## src/rtl/usb_rx_data_buffer.sv

```systemverilog
// USB receive data buffer: byte FIFO with packet-level commit/discard.
// Bytes are written tentatively at wr_ptr and only become poppable once
// the receive controller commits the packet (cmt_ptr catches up to wr_ptr).
module usb_rx_data_buffer #(
  parameter int DEPTH = 64,
  parameter int AW    = 6
) (
  input  logic          clk,
  input  logic          n_rst,
  input  logic          fill_dbuff,
  input  logic [7:0]    data,
  input  logic          pckt_commit,
  input  logic          pckt_discard,
  input  logic          dbuff_clr,
  input  logic          read_en,
  output logic [7:0]    rd_data,
  output logic          rd_valid,
  output logic          fifo_empty,
  output logic          fifo_full,
  output logic [AW:0]   byte_count,
  output logic          pend,
  output logic          overflow
);

  typedef enum logic [1:0] {IDLE, PEND, OVF} state_t;

  localparam logic [AW:0] PTR_ONE  = (AW+1)'(1);
  localparam logic [AW:0] FULL_CNT = (AW+1)'(DEPTH);

  state_t      state, state_nxt;
  logic [7:0]  mem [DEPTH];
  logic [AW:0] wr_ptr, cmt_ptr, rd_ptr;
  logic [AW:0] wr_adv;
  logic        wr_ok, drop, trunc, disc, cmt, rd_ok;

  // Status flags straight from the registered pointers (MSB is the wrap bit).
  assign fifo_empty = (cmt_ptr == rd_ptr);
  assign fifo_full  = ((wr_ptr - rd_ptr) == FULL_CNT);
  assign byte_count = cmt_ptr - rd_ptr;
  assign pend       = (wr_ptr != cmt_ptr);

  // A write that meets a full buffer truncates the packet; a commit of a
  // truncated packet (earlier drop, or a drop this very cycle) becomes a
  // discard so a partial packet never reaches the reader.
  assign drop   = fill_dbuff & fifo_full & ~pckt_discard;
  assign trunc  = (state == OVF) | drop;
  assign disc   = pckt_discard | (pckt_commit & trunc);
  assign cmt    = pckt_commit & ~disc;
  assign wr_ok  = fill_dbuff & ~fifo_full & ~disc;
  assign rd_ok  = read_en & ~fifo_empty;
  assign wr_adv = wr_ok ? wr_ptr + PTR_ONE : wr_ptr;

  // Packet FSM next state; end-of-packet wins over a drop in the same cycle.
  always_comb begin
    state_nxt = state;
    if (disc || cmt)                 state_nxt = IDLE;
    else if (drop)                   state_nxt = OVF;
    else if (wr_ok && state == IDLE) state_nxt = PEND;
  end

  // Packet FSM state register.
  always_ff @(posedge clk or negedge n_rst) begin
    if (!n_rst)         state <= IDLE;
    else if (dbuff_clr) state <= IDLE;
    else                state <= state_nxt;
  end

  // Pointers, sticky overflow flag and registered read port.
  always_ff @(posedge clk or negedge n_rst) begin
    if (!n_rst) begin
      wr_ptr   <= '0;
      cmt_ptr  <= '0;
      rd_ptr   <= '0;
      overflow <= 1'b0;
      rd_valid <= 1'b0;
      rd_data  <= 8'h00;
    end else if (dbuff_clr) begin
      wr_ptr   <= '0;
      cmt_ptr  <= '0;
      rd_ptr   <= '0;
      overflow <= 1'b0;
      rd_valid <= 1'b0;
      rd_data  <= 8'h00;
    end else begin
      wr_ptr   <= disc ? cmt_ptr : wr_adv;
      cmt_ptr  <= cmt ? wr_adv : cmt_ptr;
      overflow <= overflow | drop;
      rd_valid <= rd_ok;
      if (rd_ok) begin
        rd_data <= mem[rd_ptr[AW-1:0]];
        rd_ptr  <= rd_ptr + PTR_ONE;
      end
    end
  end

  // Storage array; contents are never cleared, only the pointers are.
  always_ff @(posedge clk) begin
    if (wr_ok && !dbuff_clr) mem[wr_ptr[AW-1:0]] <= data;
  end

endmodule

```

## config.mk

```make
export PLATFORM = sky130hd
export DESIGN_NAME = usb_rx_data_buffer
export DESIGN_NICKNAME = d
export VERILOG_FILES = /design/src/rtl/usb_rx_data_buffer.sv
export SDC_FILE = /design/constraint.sdc
export NUM_CORES = 1
export LEC_CHECK = 0
export BUFFER_PORTS_ARGS = -buffer_cell sky130_fd_sc_hd__buf_2
export CELL_PAD_IN_SITES_DETAIL_PLACEMENT = 0
export CELL_PAD_IN_SITES_GLOBAL_PLACEMENT = 1
export CORE_MARGIN = 5
export CORE_UTILIZATION = 40
export DETAILED_ROUTE_END_ITERATION = 16
export GPL_ROUTABILITY_DRIVEN = 1
export GPL_TIMING_DRIVEN = 0
export PLACE_DENSITY = 0.6
export SLEW_MARGIN = 20
export SYNTH_ARGS = -nofsm -noshare
export SYNTH_HDL_FRONTEND = slang
export SYNTH_SLANG_ARGS = --single-unit
```

## constraint.sdc

```tcl
create_clock -name clk -period 4.9 [get_ports clk]
set_input_delay 0.98 -clock clk [delete_from_list [all_inputs] [get_ports clk]]
set_output_delay 0.98 -clock clk [all_outputs]
set_load 0.02 [all_outputs]
```

# Yosys cells after proc, flatten, opt, wreduce, memory -nomap -nowiden
# Memories as Yosys holds them, arrays and structs flattened.
# Cells that the tools add are included.
# W data, S select, Z words.
[classes]
n_reduce_logical = 8
bitwise = 14
eq_ne = 4
muxes = 17
addsub = 4
[ops]
columns = ["cell", "n"]
rows = [
  ["$mux W7", 7],
  ["$mux W8", 2],
  ["$add A7 B1 Y7 const B", 2],
  ["$sub A7 B7 Y7", 2],
  ["$mux W2", 4],
  ["$and A1 B1 Y1", 7],
  ["$eq A7 B7 Y1", 1],
  ["$eq A7 B7 Y1 const B", 1],
  ["$ne A7 B7 Y1", 1],
  ["$mux W1", 4],
  ["$not A1 Y1", 4],
  ["$reduce_bool A2 Y1", 2],
  ["$reduce_bool A4 Y1", 1],
  ["$or A1 B1 Y1", 3],
  ["$eq A2 B2 Y1 const B", 1],
  ["$logic_and A1 B1 Y1", 2],
  ["$logic_not A2 Y1", 1],
  ["$logic_not A1 Y1", 1],
  ["$logic_or A1 B1 Y1", 1],
]
[word_totals]
input_bits = 15
ramBits = 512
n_memories = 1
out_inout_bits = 20
reg_bits = 33
[mem_list]
columns = ["memory", "words", "width", "read_ports", "rd_clocked_by_memory_dff", "wr", "line", "source"]
rows = [
  ["mem", 64, 8, 1, 0, 1, "31", "logic [7:0] mem [DEPTH];"],
]

# Depth between registers and ports, before layout
[depth]
depth_word = 14
depth_mapped = 12

# Worst setup path after synthesis
# No wires, ideal clock.
[synth_path]
path_kind = "flip-flop to flip-flop"
from = "reg rd_ptr[1]"
to = "mem mem[14][0], enable pin"
path_slack_ns = 1.055
t_arrival_ns = 3.475
n_path_buf = 2
stages_incl_launch_ff = 11
setup_ns = 0.370
path_cell_list = "dfrtp_1 inv_1 buf_2 buf_1 ha_1 nor2b_1 o311ai_1 nand2_1 a311oi_4 nand4_1 nor2_1"
[synth_via]
elab_chain_len = 12
[synth_rtl]
columns = ["item", "line", "source"]
rows = [
  ["start, declared", "32", "logic [AW:0] wr_ptr, cmt_ptr, rd_ptr;"],
  ["start signal, assigned", "91", "rd_ptr <= rd_ptr + PTR_ONE;"],
  ["$sub A7 B7 Y7 (*)", "38", "assign fifo_full = ((wr_ptr - rd_ptr) == FULL_CNT);"],
  ["$eq A7 B7 Y1 (*)", "38", ""],
  ["$and A1 B1 Y1 (2 in a row)", "45", "assign drop = fill_dbuff & fifo_full & ~pckt_discard;"],
  ["$or A1 B1 Y1", "46", "assign trunc = (state == OVF) | drop;"],
  ["$and A1 B1 Y1", "47", "assign disc = pckt_discard | (pckt_commit & trunc);"],
  ["$or A1 B1 Y1", "47", ""],
  ["$not A1 Y1", "49", "assign wr_ok = fill_dbuff & ~fifo_full & ~disc;"],
  ["$and A1 B1 Y1 (*)", "49", ""],
  ["$logic_and A1 B1 Y1 (*)", "98", "if (wr_ok && !dbuff_clr) mem[wr_ptr[AW-1:0]] <= data;"],
  ["$mux W1 (*)", "98", ""],
  ["$mux W1 (implied by the code) (*)", "98", ""],
  ["end, declared", "31", ""],
]
# Every way passes the cells marked *; elsewhere a longest branch is shown, timed or not.

# Final worst setup path
[layout_path]
from = "reg rd_ptr[4]"
to = "out fifo_full"
[layout_via]
elab_chain_len = 2
[layout_rtl]
columns = ["item", "line", "source"]
rows = [
  ["$sub A7 B7 Y7", "38", ""],
  ["$eq A7 B7 Y1", "38", ""],
  ["end, declared", "19", "output logic fifo_full,"],
]
# Every way passes these cells.

==> impl_results.md <==
* Outcome: complete, no violations
* Synthesized area at 0.02213 mm2
* Crit path kind: flip-flop to output port
* Grt ovf at 0
* Detailed Route Iter0 Violations at 968
* Area delta synth->final at 15.61%
* Initial antenna violation count at 0
* Commonest cells after routing, fill and taps aside: edfxtp_1, mux4_2, clkbuf_16
* Leakage at 8.109 nW
* TritonRoute pass-1 iters at 8
* Final core utilization at 0.4652
* Slew @ Worst Pin at 1.064 ns
* Largest net degree at the start of global routing at 65
* Post-synthesis cell count at 1170
* Via count at 11.59k
* # DRC at 0
* Max Clock Skew at 0.01712 ns
* # IOs at 35
* Max VDD drop at 0.2809 mV
* Worst relative slew slack at 0.2909
* Die Ht at 245.2 um
* Starting Density at 0.4024
* Leading cell type in the layout, fill and taps excluded: edfxtp_1
* Slew Viols, Final at 0
* CP endpoint kind: output port
* Final Cycle Share at 0.9626
* Req. time, crit path at 3.92 ns
* Clock tree root driver cell: clkbuf_16
* Data arrival, critical path at 3.74 ns
* Number of synthesized register bits at 545
* RSZ-0062 raised after global routing: false
* Hold-fix buffers, CTS at 0
* Die area at 0.06012 mm2
* Clock Latency Late Sink at 0.61 ns
* H-tree depth at 2
* CTS buffer count at 58
* Hold slack at 0.4551 ns
* Layout cell share with drive strength beyond 1 at 0.2831
* Hold Fails Final Rpt at 0
* Fraction of registers with async set/reset at 0.06055
* Ys flop type: edfxtp_1
* Drt wl/cell at 27.60 um
* Avg Synthesized Cell Area at 18.91 um2
* Max Cap Viol at 0
* Number of setup violations in the final report at 0
* # fillers at 4679
* Reg2reg setup slack at 0.54 ns
* Buffers on Ports at 33
* Net Count, Synth at 1200
* GR Util All Layers at 0.1898
* EDFF count, synth at 512
* Peak Freq at 212.0 MHz
* DR vias/cell at 5.618
* Longest Clk Path Bufs at 3
* Count of cell types in the netlist at 65
* CP Max Fanout at 12
* Final wirelength at 56.91 mm
* Vias in the first global route at 11.85k
* Diode count at 0
* DRT antenna net count at 0
* Global-route wire length before repair at 82.94 mm
* Nets at 1295
* Ys Warns at 0
* Core Rows at 86
* CORE AREA at 0.05499 mm2
* Pwr dens at 444.5 mW/mm2
* CTS tree: built
* Post-layout minimum cycle time at 4.717 ns
* Setup crit start kind: flip-flop
* Sequential element share of the synthesized area at 0.7321
* HP Class: primary input to async pin
* Sink Count at 545
* Detailed Place HPWL at 37.30 mm
* Clock slew at reported path FFs at 0.06 ns
* Die W at 245.2 um
* Placer Congestion at 0.8805
[metal layers]
layer	part of all wire	up-vias	global-route usage
li1	-	5016	-
met1	0.45	6147	0.2751
met2	0.47	339	0.2996
met3	0.059	83	0.03277
met4	0.026	0	0.05396
met5	0	-	0
[cells by family (layout without fill, tap and decap cells)]
logic type | after synthesis | in the layout | share of synthesized area
buf+inv | 70 | 214 | 0.01317
flops | 545 | 545 | 0.7321
mux | 162 | 162 | 0.1472
simple gates | 208 | 208 | 0.04439
compound gates | 150 | 150 | 0.04631
xor+xnor | 20 | 20 | 0.007916
fa+ha+maj | 15 | 15 | 0.008821
[power breakdown]
part | internal (mW) | total (mW) | leakage [nW] | switching (mW)
logic | 0.660 | 1.62 | 2.09 | 0.964
registers | 5.13 | 5.17 | 5.05 | 0.0428
clock network | 2.74 | 4.57 | 0.970 | 1.83
[Yosys cell counts (3+ instances only)]
cell type  count  area [um2]
edfxtp_1     512       15370
mux4_2       130        2928
nor2_1        99       371.6
dfrtp_1       33       825.8
nand2_1       33       123.9
o21ai_0       32       160.2
clkbuf_1      29       108.9
a21oi_1       25       125.1
mux2i_1       24       240.2
o22ai_1       21       131.4
a22oi_1       18       135.1
nor3_1        17       85.08
ha_1          14       175.2
nand3_1       14       70.07
buf_2         13       65.06
xnor2_1       12       105.1
inv_1         11       41.29
buf_1         10       37.54
nand4_1        9       56.30
mux2_2         8       90.09
nor2b_1        8       50.05
xor2_1         8       70.07
a211oi_1       7       52.55
o22a_1         7       61.31
a31oi_1        6       37.54
a21o_1         5       37.54
nand2b_1       4       25.02
o31ai_1        4       30.03
and3_1         3       18.77
buf_4          3       22.52
nand3b_1       3       22.52
nor4_1         3       18.77
o21a_1         3       22.52
[layout make-up]
cell class,instances,area [um2],share of cell area
buffer,52,232.7,0.009098
timing repair buffer,39,225.2,0.008804
clock buffer,68,1553,0.06070
clock inverter,41,450.4,0.01761
sequential,545,16200,0.6334
multi-input combinational,555,5926,0.2316
tap,748,935.9,0.03659
inverter,14,56.30,0.002201
[through the flow]
stage | std cells | setup slack [ns] | TNS [ns] | total power [mW] | area [um2]
after floorplan | 1170 | 1.055 | 0 | 6.319 | 22130
after global placement | 1951 | -1.219 | -496.05 | 6.877 | 23230
after detailed placement | 1951 | -1.088 | -387.11 | 6.883 | 23240
after CTS | 2063 | 0.02817 | 0 | 11.47 | 25560
after global routing | 2062 | 0.05830 | 0 | 11.76 | 25580
final | 2062 | 0.1831 | 0 | 11.37 | 25580
[worst max-delay path: stages, from the launching register on]
cell,delay [ns]
dfrtp_1,0.42
inv_1,0.38
clkbuf_2,0.45
ha_1,0.35
nor2b_1,0.15
a2bb2oi_1,0.15
nor4_4,0.58
nand3_2,0.22
inv_2,0.22
buf_2,0.21
[worst paths after layout]
| kind | depth (start not counted) | endpoint | startpoint |
|---|---|---|---|
| setup / recovery | 9 | fifo_full | rd_ptr[4]$_DFFE_PN0P_ |
| hold / removal | 1 | cmt_ptr[0]$_DFFE_PN0P_ | n_rst |
| setup reg to reg | 12 | mem[21][4]$_DFFE_PP_ | rd_ptr[1]$_DFFE_PN0P_ |
| hold reg to reg | 1 | overflow$_DFF_PN0_ | overflow$_DFF_PN0_ |
| max in group asynchronous | 1 | rd_ptr[2]$_DFFE_PN0P_ | n_rst |
| min in group clk | 1 | overflow$_DFF_PN0_ | overflow$_DFF_PN0_ |
[sequential cells by signal, summed over array words and instances (netlist names)]
name / cells
rd_ptr: 7
wr_ptr: 7
state: 2
cmt_ptr: 7
mem: 512
overflow: 1
rd_data: 8
rd_valid: 1
[what timing repair did]
item / CTS / global route
gates cloned: 0 / 0
gates resized for setup: 89 / 3
setup buffers: 6 / 0
pin swaps: 3 / 0
setup endpoints to repair: 515 / 1
Power figures use the tool's default switching activity.
